<file path="config.mk">
export PLATFORM = sky130hd
export DESIGN_NAME = hue_ramp_gen
export DESIGN_NICKNAME = d
export VERILOG_FILES = /design/src/rtl/hue_ramp_gen.sv
export SDC_FILE = /design/constraint.sdc
export NUM_CORES = 1
export LEC_CHECK = 0
export CAP_MARGIN = 40
export CORE_MARGIN = 1.5
export CORE_UTILIZATION = 35
export CTS_CLUSTER_DIAMETER = 60
export DETAILED_ROUTE_END_ITERATION = 8
export GPL_TIMING_DRIVEN = 0
export PLACE_DENSITY = 0.51
export SLEW_MARGIN = 20
export SYNTH_ARGS = -nofsm -noshare
export SYNTH_HDL_FRONTEND = slang
export SYNTH_SLANG_ARGS = --single-unit
</file>
<file path="constraint.sdc">
create_clock -name clk -period 2.3 [get_ports clk]
set_input_delay 0.575 -clock clk [delete_from_list [all_inputs] [get_ports clk]]
set_output_delay 0.575 -clock clk [all_outputs]
set_load 0.05 [all_outputs]
</file>
<file path="src/rtl/hue_ramp_gen.sv">
// hue_ramp_gen: six-segment hue wheel walker feeding a three-channel PWM stage.
// A prescaler produces a step tick every GRAD_THRESH enabled cycles. Each tick
// advances a saturating ramp level. When the level tops out, the next tick moves
// to the next hue segment. Each channel's duty word is derived from the level
// and the segment.
// Optional build macro HUE_GAMMA_EN: squares each channel value, (v*v + MAX) >> R,
// before the output register. When undefined, linear values are registered and
// no multiplier is built.
module hue_ramp_gen #(
  parameter int R           = 8,
  parameter int GRAD_THRESH = 1000,
  parameter int STEP        = 1
) (
  input  logic         clk,
  input  logic         rst,
  input  logic         en,
  output logic [R-1:0] duty_r,
  output logic [R-1:0] duty_g,
  output logic [R-1:0] duty_b,
  output logic [2:0]   seg,
  output logic         upd,
  output logic         wrap
);

  localparam logic [R-1:0] MAX      = {R{1'b1}};
  localparam logic [R-1:0] ZERO     = {R{1'b0}};
  localparam int           CW       = (GRAD_THRESH > 1) ? $clog2(GRAD_THRESH) : 1;
  localparam logic [CW-1:0] CNT_LAST = CW'(GRAD_THRESH - 1);
  localparam logic [R:0]   STEP_W   = (R + 1)'(STEP);

  // Segment codes around the wheel; 6 and 7 are never entered legitimately.
  localparam logic [2:0] SEG_RY = 3'd0;  // red -> yellow
  localparam logic [2:0] SEG_YG = 3'd1;  // yellow -> green
  localparam logic [2:0] SEG_GC = 3'd2;  // green -> cyan
  localparam logic [2:0] SEG_CB = 3'd3;  // cyan -> blue
  localparam logic [2:0] SEG_BM = 3'd4;  // blue -> magenta
  localparam logic [2:0] SEG_MR = 3'd5;  // magenta -> red

  logic [CW-1:0]      cnt_q, cnt_d;
  logic               tick;
  logic [R-1:0]       lvl_q, lvl_d;
  logic [R:0]         lvl_sum;
  logic [2:0]         seg_q, seg_d;
  logic               wrap_d;
  // Channel order inside the packed vectors: [2]=red, [1]=green, [0]=blue.
  logic [2:0][R-1:0]  lin_d;
  logic [2:0][R-1:0]  shaped_d;
  logic [2:0][R-1:0]  duty_q;
  logic               upd_q, wrap_q;

  // Step tick: last prescaler count while enabled.
  always_comb begin
    tick = en && (cnt_q == CNT_LAST);
  end

  // Prescaler next state: clear on tick, count while enabled, hold otherwise.
  always_comb begin
    cnt_d = cnt_q;
    if (tick) begin
      cnt_d = '0;
    end else if (en) begin
      cnt_d = cnt_q + CW'(1);
    end
  end

  // Prescaler register.
  always_ff @(posedge clk) begin
    if (rst) begin
      cnt_q <= '0;
    end else begin
      cnt_q <= cnt_d;
    end
  end

  // Segment/level state register.
  always_ff @(posedge clk) begin
    if (rst) begin
      seg_q <= SEG_RY;
      lvl_q <= ZERO;
    end else begin
      seg_q <= seg_d;
      lvl_q <= lvl_d;
    end
  end

  // Segment/level next state. The level saturates at MAX and then wraps to 0
  // on the following tick, so the boundary colour is held for two ticks.
  always_comb begin
    lvl_sum = {1'b0, lvl_q} + STEP_W;
    lvl_d   = lvl_q;
    seg_d   = seg_q;
    wrap_d  = 1'b0;
    if (tick) begin
      if (seg_q > SEG_MR) begin
        // Recover from an illegal code back to the start of the wheel.
        seg_d = SEG_RY;
        lvl_d = ZERO;
      end else if (lvl_q == MAX) begin
        lvl_d = ZERO;
        if (seg_q == SEG_MR) begin
          seg_d  = SEG_RY;
          wrap_d = 1'b1;
        end else begin
          seg_d = seg_q + 3'd1;
        end
      end else begin
        // The sum carries out exactly when it exceeds MAX.
        lvl_d = lvl_sum[R] ? MAX : lvl_sum[R-1:0];
      end
    end
  end

  // Output decode: map the next segment and level to linear channel values.
  always_comb begin
    lin_d = {MAX, ZERO, ZERO};
    unique case (seg_d)
      SEG_RY:  lin_d = {MAX, lvl_d, ZERO};
      SEG_YG:  lin_d = {MAX - lvl_d, MAX, ZERO};
      SEG_GC:  lin_d = {ZERO, MAX, lvl_d};
      SEG_CB:  lin_d = {ZERO, MAX - lvl_d, MAX};
      SEG_BM:  lin_d = {lvl_d, ZERO, MAX};
      SEG_MR:  lin_d = {MAX, ZERO, MAX - lvl_d};
      default: lin_d = {MAX, ZERO, ZERO};
    endcase
  end

  // Per-channel shaping stage ahead of the output register.
  generate
    for (genvar gi = 0; gi < 3; gi++) begin : g_chan
`ifdef HUE_GAMMA_EN
      logic [2*R-1:0] wide;
      logic [2*R-1:0] sq;
      assign wide = {{R{1'b0}}, lin_d[gi]};
      // The +MAX bias makes full scale map back to full scale.
      assign sq   = (wide * wide) + {{R{1'b0}}, MAX};
      assign shaped_d[gi] = sq[2*R-1:R];
`else
      assign shaped_d[gi] = lin_d[gi];
`endif
    end
  endgenerate

  // Output register: duty words reload only on a tick; pulses last one cycle.
  always_ff @(posedge clk) begin
    if (rst) begin
      duty_q <= {MAX, ZERO, ZERO};
      upd_q  <= 1'b0;
      wrap_q <= 1'b0;
    end else begin
      if (tick) begin
        duty_q <= shaped_d;
      end
      upd_q  <= tick;
      wrap_q <= wrap_d;
    end
  end

  assign duty_r = duty_q[2];
  assign duty_g = duty_q[1];
  assign duty_b = duty_q[0];
  assign seg    = seg_q;
  assign upd    = upd_q;
  assign wrap   = wrap_q;

endmodule

</file>
==> impl_results.md <==
- Sequential-to-total area share from yosys stat: 39.2%
- WL final: 5870 microns
- CP delay by family, top: buffers and inverters
- Count leader, synth: dfxtp_1
- Routed WL per cell: 15.9 microns
- DP Cell Count: 354
- Worst R2R Setup Slack: 0.16 ns
- CTS Hold Buffers Added: 0
- Core ar.: 6490 sq um
- Die Y: 85.8 microns
- Clk_lat worst skew: 0.30 ns
- Asr flop ratio synth: 0%
- Worst slew margin: 57.7%
- Leading area contributor after synthesis: dfxtp_1
- Drt pass-1 iters: 4
- Synth Flop Type: dfxtp_1
- DRC violations left: 0
- Outcome: finished clean
- Rows: 29
- Nets@finish: 296
- CP Cell Sequence: clkdlybuf4s50_1
- Vias in the first global route: 1,932
- CP bufs+invs: 1
- CP Class: reg2out
- Max stage delay on crit path: 0.84 ns
- CP max stage cell: clkdlybuf4s50_1
- CP startpoint kind: register
- Yosys reg bits: 47
- Area of the mapped netlist: 2400 sq um
- WP data arrival: 1.58 ns
- Unrepaired setup endpoints after global routing: false
- Number of buffers created by CTS: 5
- Post-synth EDFFs: 0
- Die W: 85.8 microns
- Design Area, Final: 3060 sq um
- Synth area leaders: dfxtp_1 39%, mux2i_1 11%, nor2_1 3.8%, a221o_1 3.3%, o22a_1 2.9%
- Via count: 1,956
- Global-route wire length before repair: 9660 microns
- Finished Layout Cells: 369
- Final setup vio count: 0
- Worst-path clk slew: 0.09 ns
- Antenna-violating nets left: 0
- Max Slew Vio Count: 0
- Initial antenna violation count: 0
- Antenna cells: 0
- P_leak: 0.00115 uW
- H-tree lvl count: 2
- YS warnings: 0
- DR vias/cell: 5.30
- Final period util: 93.6%
- Input/output buffers: 31
- PD cells: 484 nW/um^2
- Gpl congestion: 0.808
- Largest net degree at the start of global routing: 15
- TritonCTS clock tree: yes
- Final core occ: 47.1%
- Maximum clock frequency: 465 MHz
- Syn-to-layout area delta: 27.4%
- Net Count, Synth: 251
- Commonest cells in the synthesized netlist: 47 x dfxtp_1, 26 x mux2i_1, 24 x nor2_1
- Yosys top cell area share: 39.2%
- Clock Tree Buf Depth: 2
- Mapped Cells: 246
- Max FO, Critical Path: 7
- Avg Cell Area, Syn: 9.76 sq um
- Critical Path Sink Type: output pin
- WP data required: 1.73 ns
- Share of cells above drive strength 1: 16.8%
- Tot GR Track Use: 16.9%
- Min Tclk post-route: 2.15 ns
- Min-delay worst type: reg2reg
- 1st-iter DRT viols: 62
- Worst vdd ir: 320 uV
- Netlist cell types: 53
- Starting Density: 36.9%
- Final HPWL DP: 3950 microns
- Post-Place Cell Area: 2810 sq um
- Clock Tree Root: clkbuf_8
- Final hold violations: 0
- Ports: 32
- Maxcap violations: 0
- Clk_skew: 0.00552 ns
- Overflow after GRT: 0
- Slew @ Worst Pin: 0.632 ns
- Total power: 1480 uW
- Clk sinks: 47
- Die area: 7360 sq um
- Setup TNS: 0 ns
-- through the flow --
| stage | setup WS, ns | hold WS (ns) |
|---|---|---|
| 5_1_grt | 0.0271 | 0.470 |
| 2_1_floorplan | 0.115 | 0.472 |
| 3_5_place_dp | -0.823 | 0.443 |
| 3_3_place_gp | -0.873 | 0.442 |
| 4_1_cts | 0.0709 | 0.461 |
| 6_report | 0.148 | 0.451 |
-- power breakdown --
part | internal, uW | leakage [uW] | switching [uW] | total (uW)
Combinational | 9.74 | 0.000706 | 19.3 | 29.1
Clock | 352 | 0.0000612 | 280 | 632
Sequential | 817 | 0.000379 | 3.11 | 820
-- what timing repair did --
action / in CTS / in global routing
gates resized for setup: 12 / 5
pin swaps: 5 / 1
setup endpoints to repair: 33 / 24
setup buffers: 6 / 1
-- path summary, 6_finish.rpt --
path	from	to	depth (start not counted)
min	duty_g[5]	duty_g[5]	2
min reg2reg	duty_g[5]	duty_g[5]	2
max	seg[2]	seg[2]	1
max reg2reg	lvl_q[0]	duty_b[6]	7
-- worst reg2reg max path, delay by kind of cell, from the launching register on --
kind / cells / cell delay (ns)
flops: 1 / 0.42
fa+ha+maj: 1 / 0.19
mux: 2 / 0.51
simple gates: 3 / 0.57
compound gates: 1 / 0.34
-- final cells by class --
cell class | instances | area, sq um
multi-input combinational | 186 | 1480
sequential | 47 | 941
buffer | 11 | 55.1
timing repair buffer | 38 | 362
clock buffer | 6 | 82.6
fill | 619 | 3440
inverter | 2 | 7.51
clock inverter | 2 | 35.0
tap | 77 | 96.3
-- registers in the layout (all words and copies together) (netlist names) --
signal	count
duty_r	8
duty_g	8
duty_b	8
seg	3
lvl_q	8
cnt_q	10
upd	1
wrap	1
-- cell usage in the layout, fill, tap and decap left out, types with 2 or more instances in the layout --
cell type | synthesis | final
and3_4 | 1 | 2
buf_4 | 0 | 8
xor2_1 | 6 | 6
a21oi_2 | 2 | 3
clkbuf_8 | 0 | 6
xnor2_1 | 4 | 4
mux2i_4 | 0 | 3
o21ai_2 | 2 | 4
nor3_1 | 4 | 4
nor3b_1 | 2 | 2
and2_1 | 3 | 3
clkdlybuf4s50_1 | 0 | 30
nor2_4 | 1 | 2
o21ai_1 | 10 | 8
dfxtp_1 | 47 | 47
nand2_1 | 18 | 18
o22a_1 | 8 | 8
nor2b_1 | 9 | 9
nor2_1 | 24 | 23
and4_1 | 2 | 2
a221o_1 | 8 | 8
a22oi_4 | 2 | 2
and3_1 | 5 | 4
buf_2 | 3 | 2
inv_1 | 2 | 2
o21ai_4 | 2 | 2
a21oi_1 | 6 | 5
mux2i_1 | 26 | 25
clkbuf_1 | 7 | 7
nand4_1 | 7 | 7
nand3_1 | 7 | 6
-- metal layers --
metal	vias to the layer above	GRT usage, %	share of wire, %
li1	991	-	-
met1	914	24.4	52
met2	42	24.7	42
met3	9	3.75	4.2
met4	0	5.87	1.9
met5	-	0	0
-- kinds of logic (layout without fill, tap and decap cells) --
kind of cell               Yosys count  count (layout)  synth area share [%]
and+or+nand+nor                     92              92                  20.4
AOI/OAI and AO/OA                   52              52                  20.3
DFF                                 47              47                  39.2
muxes                               29              29                  12.5
buffers and inverters               13              59                  2.50
xor gates and xnor gates            10              10                  3.65
adders and majority gates            3               3                  1.46
Note: power is estimated with default switching activity, not from simulation.
==> RTL edit 1: new RTL, same flow settings <==
Add a define of `HUE_GAMMA_EN`.
--- a/src/rtl/hue_ramp_gen.sv
+++ b/src/rtl/hue_ramp_gen.sv
@@ -6,6 +6,8 @@
 // Optional build macro HUE_GAMMA_EN: squares each channel value, (v*v + MAX) >> R,
 // before the output register. When undefined, linear values are registered and
 // no multiplier is built.
+`define HUE_GAMMA_EN
+
 module hue_ramp_gen #(
   parameter int R           = 8,
   parameter int GRAD_THRESH = 1000,
Behaviour: no difference found for any inputs over 10 cycles, from zero or initial values and one cycle with rst high; that may be too few to reach the edited logic, so the function may still have changed.
==> RTL edit 1 against the unedited design <==
- largest cell class unchanged
- final area rose to 3.3 times the old value
- sequential cell count is the same
- combinational power grew to 7.0 times the old value
- the flow now finishes with violations (negative setup slack)
- setup slack worse by 4.2 ns
- non-clock buffer count grew 109
- count of clock-buffer cells in the layout is 1 lower
- synthesized area rose to 3.1 times the old value
- total power grew 30%
- critical endpoint is now duty_g[4]
- sequential share of layout area shrank 21 points
- routed wire length rose to 3.6 times the old value
==> RTL edit 1: results (changes against the unedited design) <==
[status]
status=finished with violations  ; was completed
violations=negative setup slack

[route]
avgViaCountPerCell=5.11  ; was 5.30
via_count=6627  ; was 1956
first_iter_violations=279  ; was 62
drt_first_pass_iters=5  ; was 4
wl_um=20800  ; was 5870 um

[placement]
gp_congestion=0.849  ; was 0.808
io_buffers=30  ; was 31
hpwl_um=15300  ; was 3950 um

[setup_path]
crit_fanout=8  ; was 7
cp_slowest_cell=fa_1  ; was clkdlybuf4s50_1
max_stage_delay_ns=0.55  ; was 0.84 ns
arrival_ns=6.61  ; was 1.58 ns

[synthesis]
syn_nets=1051  ; was 251
synth_flop_cell=dfxtp_1  ; unchanged
ys_types=85  ; was 53
netlist_instances=884  ; was 246
yosys-top-cells-count=inv_1, nor2_1, fa_1  ; was dfxtp_1, mux2i_1, nor2_1
async_reset_ff_frac=0  ; unchanged
ys_warn_count=0  ; unchanged
yosysSeqAreaShare=0.125  ; was 0.392
synth_area_leaders=fa_1, ha_1, dfxtp_1, inv_1, nor2_1  ; was dfxtp_1, mux2i_1, nor2_1, a221o_1, o22a_1

[grt]
grt_pass1_vias=6434  ; was 1932
grt_usage=0.186  ; was 0.169
grt_max_degree=15  ; unchanged
grt_pass1_wl_um=32500  ; was 9660 um
antenna_found_initial=1  ; was 0

[cts]
root_buffer=clkbuf_16  ; was clkbuf_8
cts_made_buffers=5  ; unchanged
clk_latency_ns=0.32  ; was 0.30 ns
clock_path_buffers=2  ; unchanged
htreeDepth=2  ; unchanged

[timing]
worst_pin_slew_ns=0.546  ; was 0.632 ns
worst_slack_ns=-4.08  ; was 0.148 ns
setup_viol=24  ; was 0
fin_skew_ns=0.0181  ; was 0.00552 ns

[power]
internal-power_mw=1.42  ; was 1.18 mW
ir_drop_mv=0.311  ; was 0.320 mV
pwr-share-clk=0.467  ; was 0.427
power.leakage_nw=4.61  ; was 1.15 nW

[final_layout]
layout.nets=1189  ; was 296
top_register=cnt_q  ; unchanged
drive_gt1_frac=0.319  ; was 0.168

[worst_hold_path]
hp-class=flop to flop  ; unchanged

[RTL edit 1: repair_timing]
item / 4_1_cts / 5_1_grt
gates cloned: 1 / 1
resized for setup: 81 / 114
setup endpoints to repair: 26 / 24
setup buffers: 49 / 49
pin swaps: 59 / 47
[RTL edit 1: critical path, delay by kind of cell (launching register included)]
family	cells	cell delay [ns]
fa+ha+maj	5	2.29
compound gates	5	0.82
xor+xnor	1	0.14
simple gates	10	2.29
buf+inv	4	0.27
flops	1	0.44
[RTL edit 1: final timing paths]
check        cells past startpoint   endpoint       from  slack, ns
max                             25  duty_g[4]   cnt_q[8]      -4.08
min                              2  duty_b[3]  duty_b[3]       0.46
max reg2reg                     25  duty_g[4]   cnt_q[8]      -4.08
min reg2reg                      2  duty_b[3]  duty_b[3]       0.46
[RTL edit 1: per-layer routing]
metal / global-route usage / vias up / share of wire
met5: 0 / - / 0
met4: 0.0396 / 0 / 0.014
met3: 0.0229 / 22 / 0.033
met2: 0.316 / 125 / 0.49
met1: 0.252 / 3243 / 0.46
li1: - / 3237 / -
[RTL edit 1: stage by stage]
stage / instance area (um2) / utilization / setup TNS (ns) / setup slack (ns)
floorplan: 7750 / - / -83.21 / -3.84
global placement: 8400 / 0.399 / -106.50 / -5.12
detailed placement: 8400 / 0.400 / -106.57 / -5.10
CTS: 9300 / 0.442 / -91.85 / -4.06
global route: 10200 / 0.485 / -96.89 / -4.25
finish: 10200 / 0.485 / -91.81 / -4.08
[RTL edit 1: kinds of logic after synthesis]
group / Yosys count / share of synthesized area
AOI/OAI and AO/OA: 166 / 0.163
xor gates and xnor gates: 43 / 0.0501
adders and majority gates: 164 / 0.360
buffers and inverters: 160 / 0.0891
DFF: 47 / 0.125
muxes: 3 / 0.00400
and+or+nand+nor: 301 / 0.208
[RTL edit 1: layout make-up]
| type | count | area, um2 |
|---|---|---|
| Fill cell | 2043 | 10800 |
| Multi-Input combinational cell | 679 | 6840 |
| Timing Repair Buffer | 130 | 1130 |
| Sequential cell | 47 | 966 |
| Inverter | 131 | 500 |
| Tap cell | 275 | 344 |
| Buffer | 28 | 251 |
| Clock buffer | 5 | 125 |
| Clock inverter | 2 | 37.5 |
| Antenna cell | 1 | 2.50 |
[RTL edit 1: power groups by stage]
stage / Clock, mW / Sequential (mW) / Combinational (mW)
after floorplan: 0 / 0.842 / 0.0976
after CTS: 0.920 / 0.822 / 0.167
after global routing: 0.941 / 0.822 / 0.219
final: 0.898 / 0.822 / 0.203
after global placement: 0 / 0.843 / 0.132
after detailed placement: 0 / 0.843 / 0.134
==> RTL edit 2: new RTL, same settings <==
Made on the original files. Compare `cnt_q` against `CNT_LAST` with >= in place of ==.
--- a/src/rtl/hue_ramp_gen.sv
+++ b/src/rtl/hue_ramp_gen.sv
@@ -50,7 +50,7 @@
 
   // Step tick: last prescaler count while enabled.
   always_comb begin
-    tick = en && (cnt_q == CNT_LAST);
+    tick = en && (cnt_q >= CNT_LAST);
   end
 
   // Prescaler next state: clear on tick, count while enabled, hold otherwise.
Formal check against the unedited RTL: same outputs for any inputs over 10 cycles, from zero or initial values and one cycle with rst high; that may be too few to reach the edited logic, so the function may still have changed.
==> RTL edit 2 against the unedited design <==
- synthesized area is 6.0% lower
- global-route usage is 0.16 points higher
- critical path type is now flop to flop
- setup slack worse by 0.047 ns
- routed wire length hardly changed
- synthesized cell count is 1.2% higher
- cell count is 2.4% higher
- critical endpoint is now duty_b[4]
- final area is 0.37% higher
- critical path depth is 7 higher
- via count is 5.1% higher
- sequential cell count stayed put
Power is not compared: it rests on default switching activity, and its combinational part moved more than twofold at a synthesized area within 25%.
==> RTL edit 2: results (changes against the unedited design) <==
[status]
status=completed  ; unchanged

[cts]
clock_path_buffers=2  ; unchanged
clk_latency_ns=0.31
cts.clk_slew.worst_paths_ns=0.09  ; about the same
htreeDepth=2  ; unchanged
root_buffer=clkbuf_8  ; unchanged
cts_made_buffers=5  ; unchanged

[placement]
io_buffers=31  ; unchanged
hpwl_um=3890  ; was 3950 um
dp.cells=357  ; was 354
gp_congestion=0.793  ; was 0.808

[final_layout]
stdcell_count=378  ; was 369
n_antenna_cell=0  ; unchanged
nFillCells=607  ; was 619
layout.nets=305  ; was 296
largest_reg_flops=10  ; unchanged
drive_gt1_frac=0.193  ; was 0.168
top_register=cnt_q  ; unchanged

[synthesis]
syn-mean-instance-area_um2=9.05  ; was 9.76 um2
yosysSeqAreaShare=0.417  ; was 0.392
syn_nets=254  ; was 251
synth_area_leaders=dfxtp_1, mux2i_1, nor2_1, nand2_1, a221o_1  ; was dfxtp_1, mux2i_1, nor2_1, a221o_1, o22a_1
async_reset_ff_frac=0  ; unchanged
ys_warn_count=0  ; unchanged
ys_types=43  ; was 53
yosys-top-cells-count=dfxtp_1, nor2_1, mux2i_1  ; was dfxtp_1, mux2i_1, nor2_1

[power]
ir_drop_mv=0.299
power.leakage_nw=1.16

[route]
wl_per_cell_um=15.5  ; was 15.9 um
first_iter_violations=179  ; was 62
drt_first_pass_iters=4  ; unchanged
avgViaCountPerCell=5.44  ; was 5.30

[timing]
worst_pin_slew_ns=0.576  ; was 0.632 ns
fin_skew_ns=0.00705  ; was 0.00552 ns
setup_viol=0  ; unchanged

[setup_path]
reg2reg_depth=8  ; was 7
arrival_ns=2.41  ; was 1.58 ns
ff2ff_setup_slack_ns=0.10  ; was 0.16 ns
endpoint_kind=flop  ; was output port
crit_fanout=5  ; was 7
cp_slowest_cell=or4_4  ; was clkdlybuf4s50_1
max_stage_delay_ns=0.53  ; was 0.84 ns
reg2reg_from=cnt_q[1]  ; was lvl_q[0]
r2r_end=duty_b[4]  ; was duty_b[6]
cp_top_family=simple AND/OR/NAND/NOR gates  ; was buffers and inverters

[worst_hold_path]
whs_endpoint=duty_g[6]  ; was duty_g[5]
min_path_cells=2  ; unchanged
hp-class=flop to flop  ; unchanged
min_from=duty_g[6]  ; was duty_g[5]

[grt]
grt_usage=0.170  ; was 0.169
antenna_found_initial=0  ; unchanged
grt_max_degree=16  ; was 15
grt_pass1_vias=1902  ; was 1932
grt_pass1_wl_um=9510  ; was 9660 um

[floorplan]
initial_core_util=0.359  ; was 0.369

[RTL edit 2: report_power, final]
group	internal (mW)	switching (mW)
clock network	0.358	0.295
logic	0.0392	0.0431
registers	0.817	0.0102
[RTL edit 2: logic make-up (layout without fill, tap and decap cells)]
| kind of cell | after synthesis | in the layout | synth area share |
|---|---|---|---|
| simple gates | 97 | 98 | 0.217 |
| compound gates | 54 | 54 | 0.170 |
| flops | 47 | 47 | 0.417 |
| mux | 29 | 29 | 0.133 |
| buf+inv | 12 | 63 | 0.0205 |
| xor+xnor | 7 | 7 | 0.0272 |
| fa+ha+maj | 3 | 3 | 0.0155 |
[RTL edit 2: worst max path at each step]
| stage | start | end | cells after the start |
|---|---|---|---|
| 2_1_floorplan | cnt_q[0] | duty_r[0] | 9 |
| 3_3_place_gp | en | duty_b[3] | 7 |
| 3_5_place_dp | en | duty_b[1] | 7 |
| 4_1_cts | cnt_q[7] | duty_b[4] | 7 |
| 5_1_grt | lvl_q[0] | duty_b[1] | 7 |
| 6_report | cnt_q[1] | duty_b[4] | 8 |
[RTL edit 2: area by class of cell]
cell class              count  share of cell area
plain buffers              10              0.0171
inverters                   1             0.00122
flip-flops and latches     47               0.312
clock inverters             2              0.0126
repair buffers             44               0.139
clock buffers               6              0.0269
multi-input cells         191               0.459
well taps                  77              0.0314
[RTL edit 2: tightest hold or removal path, cell delays in order (launching register included)]
cell and delay (ns):
dfxtp_1 0.34, nand2_1 0.05, o21ai_0 0.05
[RTL edit 2: timing repair]
| item | in CTS | in global routing |
|---|---|---|
| gates cloned | 0 | 2 |
| buffers inserted | 2 | 10 |
| pin swaps | 0 | 8 |
| endpoints found under the setup margin | 43 | 34 |
| resized for setup | 28 | 22 |
| hold buffers | 0 | 0 |
[RTL edit 2: through the flow]
step           TNS, ns  setup WS, ns  instance area, um2  power (mW)  hold slack, ns
2_1_floorplan        0        0.0191                2250       0.891           0.441
6_report             0         0.101                3070        1.56           0.465
5_1_grt        -0.0354       -0.0134                3070        1.62           0.492
4_1_cts              0        0.0164                2900        1.58           0.471
3_5_place_dp    -38.63         -1.04                2660       0.912           0.448
3_3_place_gp    -38.09         -1.02                2660       0.912           0.445
[RTL edit 2: layer usage]
| metal | vias to the layer above | share of wire | track usage |
|---|---|---|---|
| met5 | - | 0 | 0 |
| met4 | 0 | 0.017 | 0.0606 |
| met3 | 9 | 0.050 | 0.0358 |
| met2 | 49 | 0.45 | 0.261 |
| met1 | 983 | 0.48 | 0.237 |
| li1 | 1015 | - | - |
